`config.mk`:
```
export PLATFORM = sky130hd
export DESIGN_NAME = julia_iter_flat
export DESIGN_NICKNAME = d
export VERILOG_FILES = /design/src/rtl/julia_pkg.sv /design/src/rtl/julia_iter_if.sv /design/src/rtl/julia_palette.sv /design/src/rtl/julia_iter.sv /design/src/flat_wrapper.sv
export SDC_FILE = /design/constraint.sdc
export NUM_CORES = 2
export LEC_CHECK = 0
export CORE_UTILIZATION = 45
export DETAILED_ROUTE_END_ITERATION = 10
export GPL_ROUTABILITY_DRIVEN = 0
export PLACE_DENSITY = 0.63
export SYNTH_ARGS = -nofsm -noshare
export SYNTH_HDL_FRONTEND = slang
export SYNTH_SLANG_ARGS = --single-unit
```
`constraint.sdc`:
```
create_clock -name i_CLK -period 14.15 [get_ports i_CLK]
set_input_delay 2.1225 -clock i_CLK [delete_from_list [all_inputs] [get_ports i_CLK]]
set_output_delay 2.1225 -clock i_CLK [all_outputs]
set_load 0.005 [all_outputs]
```
`src/rtl/julia_pkg.sv`:
```
// rtl/julia_pkg.sv - shared constants, state encodings and helpers for the Julia iterator
package julia_pkg;

    // Fractional bits of the signed Q4.12 operands.
    localparam int FRAC_BITS = 12;

    // FSM state encodings.
    localparam logic [1:0] ST_IDLE = 2'd0;
    localparam logic [1:0] ST_ITER = 2'd1;
    localparam logic [1:0] ST_DONE = 2'd2;

    // |z|^2 threshold of 4.0 expressed in the 2*frac product scale.
    function automatic logic signed [33:0] escape_thresh(input int frac);
        return 34'sd4 <<< (2 * frac);
    endfunction

    localparam logic signed [33:0] ESC_THRESH = escape_thresh(FRAC_BITS);

    // Clamp a wide signed intermediate into the signed 16-bit range.
    function automatic logic signed [15:0] sat16(input logic signed [33:0] v);
        if (v > 34'sd32767) begin
            return 16'sh7FFF;
        end else if (v < -34'sd32768) begin
            return 16'sh8000;
        end else begin
            return v[15:0];
        end
    endfunction

endpackage

```
`src/rtl/julia_iter_if.sv`:
```
// rtl/julia_iter_if.sv - pixel request/result bundle between requester and Julia iterator
// Ports (as members):
//   i_Start, i_ZRe, i_ZIm, i_CRe, i_CIm, i_MaxIter : request side, driven by the master
//   o_Ready, o_Valid, o_Iter, o_RGB               : result side, driven by the slave
interface julia_iter_if #(
    parameter int ITER_W = 8
);
    logic                     i_Start;
    logic signed [15:0]       i_ZRe;
    logic signed [15:0]       i_ZIm;
    logic signed [15:0]       i_CRe;
    logic signed [15:0]       i_CIm;
    logic [ITER_W-1:0]        i_MaxIter;
    logic                     o_Ready;
    logic                     o_Valid;
    logic [ITER_W-1:0]        o_Iter;
    logic [23:0]              o_RGB;

    modport master (
        output i_Start, i_ZRe, i_ZIm, i_CRe, i_CIm, i_MaxIter,
        input  o_Ready, o_Valid, o_Iter, o_RGB
    );

    modport slave (
        input  i_Start, i_ZRe, i_ZIm, i_CRe, i_CIm, i_MaxIter,
        output o_Ready, o_Valid, o_Iter, o_RGB
    );
endinterface

```
`src/rtl/julia_palette.sv`:
```
// rtl/julia_palette.sv - combinational iteration-count to {R,G,B} colour map
// Ports:
//   iter_i     : escape iteration count (low 8 bits)
//   interior_i : pixel never escaped; forces black
//   rgb_o      : 24-bit {R,G,B}
module julia_palette (
    input  logic [7:0]  iter_i,
    input  logic        interior_i,
    output logic [23:0] rgb_o
);
    always_comb begin
        rgb_o = 24'h000000;
        if (!interior_i) begin
            rgb_o = {iter_i[4:0], 3'b000, iter_i[5:0], 2'b00, 8'hFF - iter_i};
        end
    end
endmodule

```
`src/rtl/julia_iter.sv`:
```
// rtl/julia_iter.sv - per-pixel Julia set escape-time iterator with palette output
// Ports:
//   i_CLK   : clock, all state changes on rising edge
//   i_Reset : synchronous active-high reset
//   bus     : request (start, z, c, limit) and result (ready, valid, iter, rgb)
module julia_iter
    import julia_pkg::*;
#(
    parameter int FRAC_BITS = julia_pkg::FRAC_BITS,
    parameter int ITER_W    = 8
) (
    input  logic               i_CLK,
    input  logic               i_Reset,
    julia_iter_if.slave        bus
);
    localparam logic signed [33:0] THRESH = escape_thresh(FRAC_BITS);

    logic [1:0]         state_q, state_d;
    logic signed [15:0] zr_q, zr_d, zi_q, zi_d;
    logic signed [15:0] cr_q, cr_d, ci_q, ci_d;
    logic [ITER_W-1:0]  lim_q, lim_d;
    logic [ITER_W-1:0]  cnt_q, cnt_d;
    logic [ITER_W-1:0]  res_iter_q, res_iter_d;
    logic               res_int_q, res_int_d;
    logic               valid_q;
    logic [ITER_W-1:0]  iter_q;
    logic [23:0]        rgb_q;

    logic signed [31:0] p_rr, p_ii, p_ri;
    logic signed [33:0] mag, diff, cross2, zr_w, zi_w;
    logic               escape;
    logic [31:0]        res_iter_ext;
    logic [23:0]        pal_rgb;

    // Full-precision products; nothing is dropped before the escape compare.
    always_comb begin
        p_rr   = zr_q * zr_q;
        p_ii   = zi_q * zi_q;
        p_ri   = zr_q * zi_q;
        mag    = 34'(p_rr) + 34'(p_ii);
        diff   = 34'(p_rr) - 34'(p_ii);
        cross2 = 34'(p_ri) <<< 1;
        zr_w   = (diff >>> FRAC_BITS) + 34'(cr_q);
        zi_w   = (cross2 >>> FRAC_BITS) + 34'(ci_q);
        escape = (mag > THRESH);
    end

    always_comb begin
        state_d    = state_q;
        zr_d       = zr_q;
        zi_d       = zi_q;
        cr_d       = cr_q;
        ci_d       = ci_q;
        lim_d      = lim_q;
        cnt_d      = cnt_q;
        res_iter_d = res_iter_q;
        res_int_d  = res_int_q;
        case (state_q)
            ST_IDLE: begin
                if (bus.i_Start) begin
                    zr_d    = bus.i_ZRe;
                    zi_d    = bus.i_ZIm;
                    cr_d    = bus.i_CRe;
                    ci_d    = bus.i_CIm;
                    lim_d   = bus.i_MaxIter;
                    cnt_d   = '0;
                    state_d = ST_ITER;
                end
            end
            ST_ITER: begin
                // Escape wins over the limit test in the same cycle.
                if (escape) begin
                    res_iter_d = cnt_q;
                    res_int_d  = 1'b0;
                    state_d    = ST_DONE;
                end else if (cnt_q == lim_q) begin
                    res_iter_d = lim_q;
                    res_int_d  = 1'b1;
                    state_d    = ST_DONE;
                end else begin
                    zr_d  = sat16(zr_w);
                    zi_d  = sat16(zi_w);
                    cnt_d = cnt_q + 1'b1;
                end
            end
            ST_DONE: begin
                state_d = ST_IDLE;
            end
            default: begin
                state_d = ST_IDLE;
            end
        endcase
    end

    assign res_iter_ext = 32'(res_iter_q);

    julia_palette u_palette (
        .iter_i     (res_iter_ext[7:0]),
        .interior_i (res_int_q),
        .rgb_o      (pal_rgb)
    );

    always_ff @(posedge i_CLK) begin
        if (i_Reset) begin
            state_q    <= ST_IDLE;
            zr_q       <= '0;
            zi_q       <= '0;
            cr_q       <= '0;
            ci_q       <= '0;
            lim_q      <= '0;
            cnt_q      <= '0;
            res_iter_q <= '0;
            res_int_q  <= 1'b0;
            valid_q    <= 1'b0;
            iter_q     <= '0;
            rgb_q      <= '0;
        end else begin
            state_q    <= state_d;
            zr_q       <= zr_d;
            zi_q       <= zi_d;
            cr_q       <= cr_d;
            ci_q       <= ci_d;
            lim_q      <= lim_d;
            cnt_q      <= cnt_d;
            res_iter_q <= res_iter_d;
            res_int_q  <= res_int_d;
            // The DONE cycle publishes the recorded result as a one-cycle pulse;
            // iter/rgb then hold until the next publish.
            valid_q    <= (state_q == ST_DONE);
            if (state_q == ST_DONE) begin
                iter_q <= res_iter_q;
                rgb_q  <= pal_rgb;
            end
        end
    end

    assign bus.o_Ready = (state_q == ST_IDLE);
    assign bus.o_Valid = valid_q;
    assign bus.o_Iter  = iter_q;
    assign bus.o_RGB   = rgb_q;

endmodule

```
`src/flat_wrapper.sv`:
```
// flat-port wrapper written by rule: the top's interface ports become plain ports
module julia_iter_flat import julia_pkg::*;
#(
    parameter int FRAC_BITS = julia_pkg::FRAC_BITS,
    parameter int ITER_W    = 8
)
  (i_CLK, i_Reset, bus_i_Start, bus_i_ZRe, bus_i_ZIm, bus_i_CRe, bus_i_CIm, bus_i_MaxIter, bus_o_Ready, bus_o_Valid, bus_o_Iter, bus_o_RGB);
  julia_iter_if #(.ITER_W(ITER_W)) bus_i ();
  input  logic i_CLK;
  input  logic i_Reset;
  input wire logic [$bits(bus_i.i_Start)-1:0] bus_i_Start;
  input wire logic [$bits(bus_i.i_ZRe)-1:0] bus_i_ZRe;
  input wire logic [$bits(bus_i.i_ZIm)-1:0] bus_i_ZIm;
  input wire logic [$bits(bus_i.i_CRe)-1:0] bus_i_CRe;
  input wire logic [$bits(bus_i.i_CIm)-1:0] bus_i_CIm;
  input wire logic [$bits(bus_i.i_MaxIter)-1:0] bus_i_MaxIter;
  output wire logic [$bits(bus_i.o_Ready)-1:0] bus_o_Ready;
  output wire logic [$bits(bus_i.o_Valid)-1:0] bus_o_Valid;
  output wire logic [$bits(bus_i.o_Iter)-1:0] bus_o_Iter;
  output wire logic [$bits(bus_i.o_RGB)-1:0] bus_o_RGB;
  assign bus_i.i_Start = bus_i_Start;
  assign bus_i.i_ZRe = bus_i_ZRe;
  assign bus_i.i_ZIm = bus_i_ZIm;
  assign bus_i.i_CRe = bus_i_CRe;
  assign bus_i.i_CIm = bus_i_CIm;
  assign bus_i.i_MaxIter = bus_i_MaxIter;
  assign bus_o_Ready = bus_i.o_Ready;
  assign bus_o_Valid = bus_i.o_Valid;
  assign bus_o_Iter = bus_i.o_Iter;
  assign bus_o_RGB = bus_i.o_RGB;
  julia_iter #(.FRAC_BITS(FRAC_BITS), .ITER_W(ITER_W)) u_core (.i_CLK(i_CLK), .i_Reset(i_Reset), .bus(bus_i));
endmodule
```
== Word-level counts from Yosys, hierarchy flattened ==
Index checks and enable logic that the tools add are counted.

* Bits of input ports: 75
* Bits in registers: 124
* Word-level logic and storage cells: 65

* Order comparisons: 5
* $add $sub $neg: 6
* Equality and inequality tests: 7
* Multiplexer cells: 25
* Reduce and logical (&&, ||, !) cells: 7
* Multipliers: 3

{| class="wikitable"
|+ Operators by type and width
! kind !! count
|-
| 16-bit 2-to-1 mux || 10
|-
| 16-bit by 16-bit multiplier with 32-bit output || 3
|-
| 34-bit by 16-bit > comparator with 1-bit output, second input constant || 2
|-
| 34-bit by 16-bit less-than comparator with 1-bit output, second input constant || 2
|-
| 16-bit one-hot mux with 2 select lines || 2
|-
| 21-bit by 16-bit adder with 22-bit output || 2
|-
| 8-bit 2-to-1 mux || 5
|-
| 34-bit by 28-bit > comparator with 1-bit output, second input constant || 1
|-
| 32-bit by 32-bit adder with 33-bit output || 1
|-
| 32-bit by 32-bit subtractor with 33-bit output || 1
|-
| 24-bit 2-to-1 mux || 1
|-
| 8-bit one-hot mux with 2 select lines || 1
|-
| 8-bit by 1-bit adder with 8-bit output, second input constant || 1
|-
| 8-bit equality test || 1
|-
| 8-bit subtractor, first input constant || 1
|-
| 2-bit 2-to-1 mux || 3
|-
| 2-bit != test, second input constant || 3
|-
| 2-bit AND reduction || 3
|-
| 2-bit one-hot mux with 2 select lines || 1
|-
| 4-bit AND reduction || 1
|-
| 2-bit nonzero test || 2
|-
| 3-bit by 1-bit != test with 1-bit output, second input constant || 1
|-
| 2-bit by 1-bit equality test with 1-bit output, second input constant || 1
|-
| 2-bit equality test, second input constant || 1
|-
| other kinds (2) || 3
|}

== Logic depth before layout (Yosys ltp) ==
* Depth in word-level cells: 9
* Depth in mapped cells: 51
* Depth with buffers taken out: 48

== By module ==
Synthesis repeated with hierarchy kept, for this count alone.

* Cells, all modules: 4367
* Area, all modules: 37184.4 µm²

{| class="wikitable"
|+ By module, submodules not included
! module !! cells each !! seq. area each (µm²) !! area each (µm²) !! instances
|-
| julia_iter || 4341 || 2482.4 || 37011.7 || 1
|-
| julia_palette || 26 || 0.0 || 172.7 || 1
|}

== Worst setup path after synthesis ==
No wires, ideal clock.

* Path kind: reg-to-reg
* From: register u_core.zi_q[1]
* To: register u_core.zr_q[5]
* Arrival: 10079 ps
* Clock period less this slack: 10215 ps
* Setup slack: 3935 ps
* Required time: 14014 ps
* Stages on the path, launching flop included: 47
* Path buffers: 4
* Cell sequence: dfxtp_1 > clkbuf_1 > clkinv_1 > clkbuf_1 > nor2_1 > fa_1 > inv_1 > fa_1 > fa_1 > fa_1 > inv_1 > fa_1 > inv_1 > fa_1 > inv_1 > ha_1 > a21o_1 > a21oi_1 > (+11 left out) > nor2_1 > a311oi_1 > nor2_1 > nand2_1 > nand2_1 > xnor2_1 > ha_1 > a21o_1 > o21bai_1 > a21oi_1 > a21oi_1 > or3_1 > a21oi_1 > xor2_1 > a32o_1 > buf_2 > a21boi_0 > o32ai_2

* Word-level cells in the longest chain between the ends: 9
* Elaborated cells on any way between the ends: 14
* Those cells by class: add/sub (3); mul (1); order compare (3); eq/ne (1); mux (5); reduce/logical (1)

{| class="wikitable"
|+ RTL lines
! item !! RTL line !! RTL
|-
| start, declared || julia_iter.sv:19 || <nowiki>logic signed [15:0] zr_q, zr_d, zi_q, zi_d;</nowiki>
|-
| start signal, assigned || julia_iter.sv:120 || <nowiki>zi_q <= zi_d;</nowiki>
|-
| 16-bit by 16-bit multiplier with 32-bit output (*) || julia_iter.sv:38 || <nowiki>p_ii = zi_q * zi_q;</nowiki>
|-
| 32-bit by 32-bit subtractor with 33-bit output || julia_iter.sv:41 || <nowiki>diff = 34'(p_rr) - 34'(p_ii);</nowiki>
|-
| 21-bit by 16-bit adder with 22-bit output || julia_iter.sv:43 || <nowiki>zr_w = (diff >>> FRAC_BITS) + 34'(cr_q);</nowiki>
|-
| 34-bit by 16-bit less-than comparator with 1-bit output || julia_pkg.sv:23 || <nowiki>end else if (v < -34'sd32768) begin</nowiki>
|-
| 16-bit 2-to-1 mux || julia_pkg.sv:23 ||
|-
| 16-bit 2-to-1 mux || julia_pkg.sv:21 || <nowiki>if (v > 34'sd32767) begin</nowiki>
|-
| 16-bit 2-to-1 mux || julia_iter.sv:76 || <nowiki>end else if (cnt_q == lim_q) begin</nowiki>
|-
| 16-bit 2-to-1 mux || julia_iter.sv:72 || <nowiki>if (escape) begin</nowiki>
|-
| 16-bit one-hot mux with 2 select lines || julia_iter.sv:58 || <nowiki>case (state_q)</nowiki>
|-
| end signal, assigned || julia_iter.sv:119 || <nowiki>zr_q <= zr_d;</nowiki>
|-
| end, declared || julia_iter.sv:19 ||
|}

Every way passes the cells marked *; elsewhere a longest branch is shown, timed or not. The select of a mux whose other input is x is not followed.
A chain may end at the register's enable or synchronous reset.

== Worst setup path after layout ==
* From: register u_core.zi_q[2]
* To: register u_core.zr_q[13]

The elaborated chain is that of the path after synthesis.

==> flow_metrics.env <==
export IMPL_min_path_type="flop to flop"
export IMPL_vias=28600
export IMPL_r2r_setup_slack_ns=1.65
export IMPL_setup_worst_path_start="u_core.zi_q[2]$_SDFFE_PP0P_"
export IMPL_synth_top_area_cell="fa_1"
export IMPL_worstReg2RegStart="u_core.zi_q[2]$_SDFFE_PP0P_"
export IMPL_cts_buffers=17
export IMPL_dieArea_um2=82900
export IMPL_async_flop_share_pct=0
export IMPL_die_h_um=288
export IMPL_drive_gt1_share_pct=4.37
export IMPL_synth_edf_count=0
export IMPL_num_rows=104
export IMPL_min_to="u_core.bus.o_Iter[1]$_SDFFE_PP0P_"
export IMPL_slew_headroom_pct=27.9
export IMPL_synth_top_area_share_pct=39.8
export IMPL_grt_usage_pct=26.1
export IMPL_drt_iter0_drc=2036
export IMPL_final_cell_mix="inv_1 (995), fa_1 (732), nand2_1 (474), nor2_1 (371), ha_1 (365)"
export IMPL_coreArea_um2=80700
export IMPL_insertion_delay_ns=0.46
export IMPL_top_level_ports=109
export IMPL_grt_pass1_vias=29400
export IMPL_cts_max_level=4
export IMPL_worstSetupPathType="flop to flop"
export IMPL_synthCells=4284
export IMPL_avgSynthCellArea_um2=8.59
export IMPL_grt_max_degree=83
export IMPL_outcome="finished, final reports clean"
export IMPL_first_pass_iters=7
export IMPL_avgRoutedWirePerCell_um=19.4
export IMPL_rsz0062_at_grt="false"
export IMPL_end_kind="flop"
export IMPL_hold_viol_final=0
export IMPL_synth_distinct_cells=90
export IMPL_worstHoldPathCells=2
export IMPL_rr_endpoint="u_core.zr_q[13]$_SDFFE_PP0P_"
export IMPL_max_cap_violations=0
export IMPL_clock_sinks=114
export IMPL_max_stage_delay_ns=0.89
export IMPL_cts_root_buf="clkbuf_16"
export IMPL_ys_warn_count=0
export IMPL_clkTransAtPathRegs_ns=0.07
export IMPL_min_from="u_core.bus.o_Iter[1]$_SDFFE_PP0P_"
export IMPL_cts_resized=0
export IMPL_dieWidth_um=288
export IMPL_cts_tree="yes"
export IMPL_postCtsHoldBufs=0
export IMPL_synth_seq_cells=114
export IMPL_numPortBuffers=103
export IMPL_fin_crit_sh_pct=88.4
export IMPL_post_cts_buffers=0
export IMPL_final_cells=5364
export IMPL_overflow=0
export IMPL_slew_viol_final=0
export IMPL_antenna_found_initial=1
export IMPL_dp_hpwl_um=84900
export IMPL_cp_common_cell="fa_1"
export IMPL_ys_top_cells_by_area="fa_1 (40%), ha_1 (12%), inv_1 (10%)"
export IMPL_clk_path_buf_depth=2
export IMPL_cp_data_required_time_ns=14.51
export IMPL_antenna_left=0
export IMPL_yosys_most_used_dff="dfxtp_1"
export IMPL_crit_path_start_kind="flop"
export IMPL_layout_commonest_cell="inv_1"
export IMPL_slowest_stage="o31ai_2"
export IMPL_wl_um=104000
export IMPL_via_per_inst=5.33
export IMPL_fin_nets=5463
export IMPL_start_util_pct=45.6
export IMPL_ys_seq_area_share_pct=6.20
export IMPL_tns_ns=0
export IMPL_ff2ff_path_depth=40
export IMPL_place_inst=5332
export IMPL_worst_path_max_fanout=19
export IMPL_drc=0
export IMPL_setup_viol=0
export IMPL_final_min_clock_period_ns=12.50
export IMPL_syn_to_final_growth_pct=7.24
export IMPL_synth_area_um2=36800
export IMPL_worstPathArrival_ns=12.86
export IMPL_antenna_cells=0
export IMPL_grt_pass1_wl_um=166000
export IMPL_max_freq_mhz=80.0
export IMPL_worstMarginPinSlew_ns=1.08
export IMPL_finClkSkew_ns=0.0131
synth_stat cells, types with 12 or more instances:
cell type and n:
o32ai_2 29, or3_1 19, nor3_1 55, dfxtp_1 114, fa_1 732, nand3_1 33, o21ai_0 69, and2_1 12
a31o_2 15, a21o_1 64, xor2_1 61, a211oi_1 15, nor2_1 371, o31ai_1 13, or2_2 17, nand2b_1 25
o21a_1 28, xnor2_1 133, nand2_1 475, o21bai_1 27, a31oi_1 13, nor2b_1 18, buf_2 12, ha_1 365
buf_4 15, a21boi_0 21, buf_1 26, a221oi_1 12, clkbuf_1 120, inv_1 995, a21oi_1 193, nand4_1 13
final cells by class:
cell class                 instances  area [um2]
inverter                        1005        3770
clock inverter                    13         149
fill                            7895       41200
tap                             1060        1330
multi-input combinational       2992       30000
clock buffer                      19         443
timing repair buffer             161        1460
sequential                       114        2280
logic make-up (layout without fill, tap and decap cells):
| kind of cell | Yosys count | in the layout | share of synthesized area [%] |
|---|---|---|---|
| buffers and inverters | 1182 | 1198 | 12.3 |
| adders and majority gates | 1097 | 1097 | 52.2 |
| and+or+nand+nor | 1076 | 1076 | 12.4 |
| AOI/OAI and AO/OA | 607 | 607 | 11.9 |
| xor gates and xnor gates | 194 | 194 | 4.62 |
| DFF | 114 | 114 | 6.20 |
| muxes | 13 | 13 | 0.364 |
| other | 1 | 5 | 0.0102 |
worst max-delay path: cells and delay by family, from the launching register on:
| kind | cells | cell delay (ns) |
|---|---|---|
| xor gates and xnor gates | 3 | 0.41 |
| DFF | 1 | 0.86 |
| and+or+nand+nor | 9 | 1.90 |
| adders and majority gates | 9 | 4.03 |
| AOI/OAI and AO/OA | 14 | 4.17 |
| buffers and inverters | 5 | 1.04 |
registers in the layout (all words and copies together), names as in the netlist:
register            count
u_core.zi_q            16
u_core.zr_q            16
u_core.ci_q            16
u_core.res_iter_q       8
u_core.bus.o_Iter       8
u_core.lim_q            8
u_core.state_q          2
u_core.cr_q            16
u_core.cnt_q            8
u_core.res_int_q        1
u_core.bus.o_Valid      1
u_core.bus.o_RGB       14
stage by stage:
stage | area, um2 | setup slack (ns) | util (%) | hold WS [ns]
CTS | 39500 | 1.80 | 48.9 | 0.454
floorplan | 36800 | 3.93 | - | 0.441
global placement | 38900 | 2.09 | 48.2 | 0.442
finish | 39500 | 1.65 | 48.9 | 0.454
global route | 39500 | 0.969 | 48.9 | 0.485
detailed placement | 38900 | 1.87 | 48.2 | 0.445
worst max-delay path by stage:
stage                                        end
floorplan            u_core.zr_q[5]$_SDFFE_PP0P_
global placement    u_core.zr_q[12]$_SDFFE_PP0P_
detailed placement  u_core.zr_q[13]$_SDFFE_PP0P_
CTS                 u_core.zr_q[13]$_SDFFE_PP0P_
global route         u_core.zr_q[8]$_SDFFE_PP0P_
finish              u_core.zr_q[13]$_SDFFE_PP0P_
per-layer routing:
layer / vias up / track usage [%] / wire length, um
met1: 14300 / 35.6 / 44700
met4: 0 / 8.06 / 3450
met5: - / 0 / 0
li1: 13200 / - / -
met3: 147 / 3.22 / 6630
met2: 959 / 43.3 / 49500
Power is left out: the tool's default activity adds up to more than one toggle a clock period on the data nets, which glitch-free logic cannot reach.
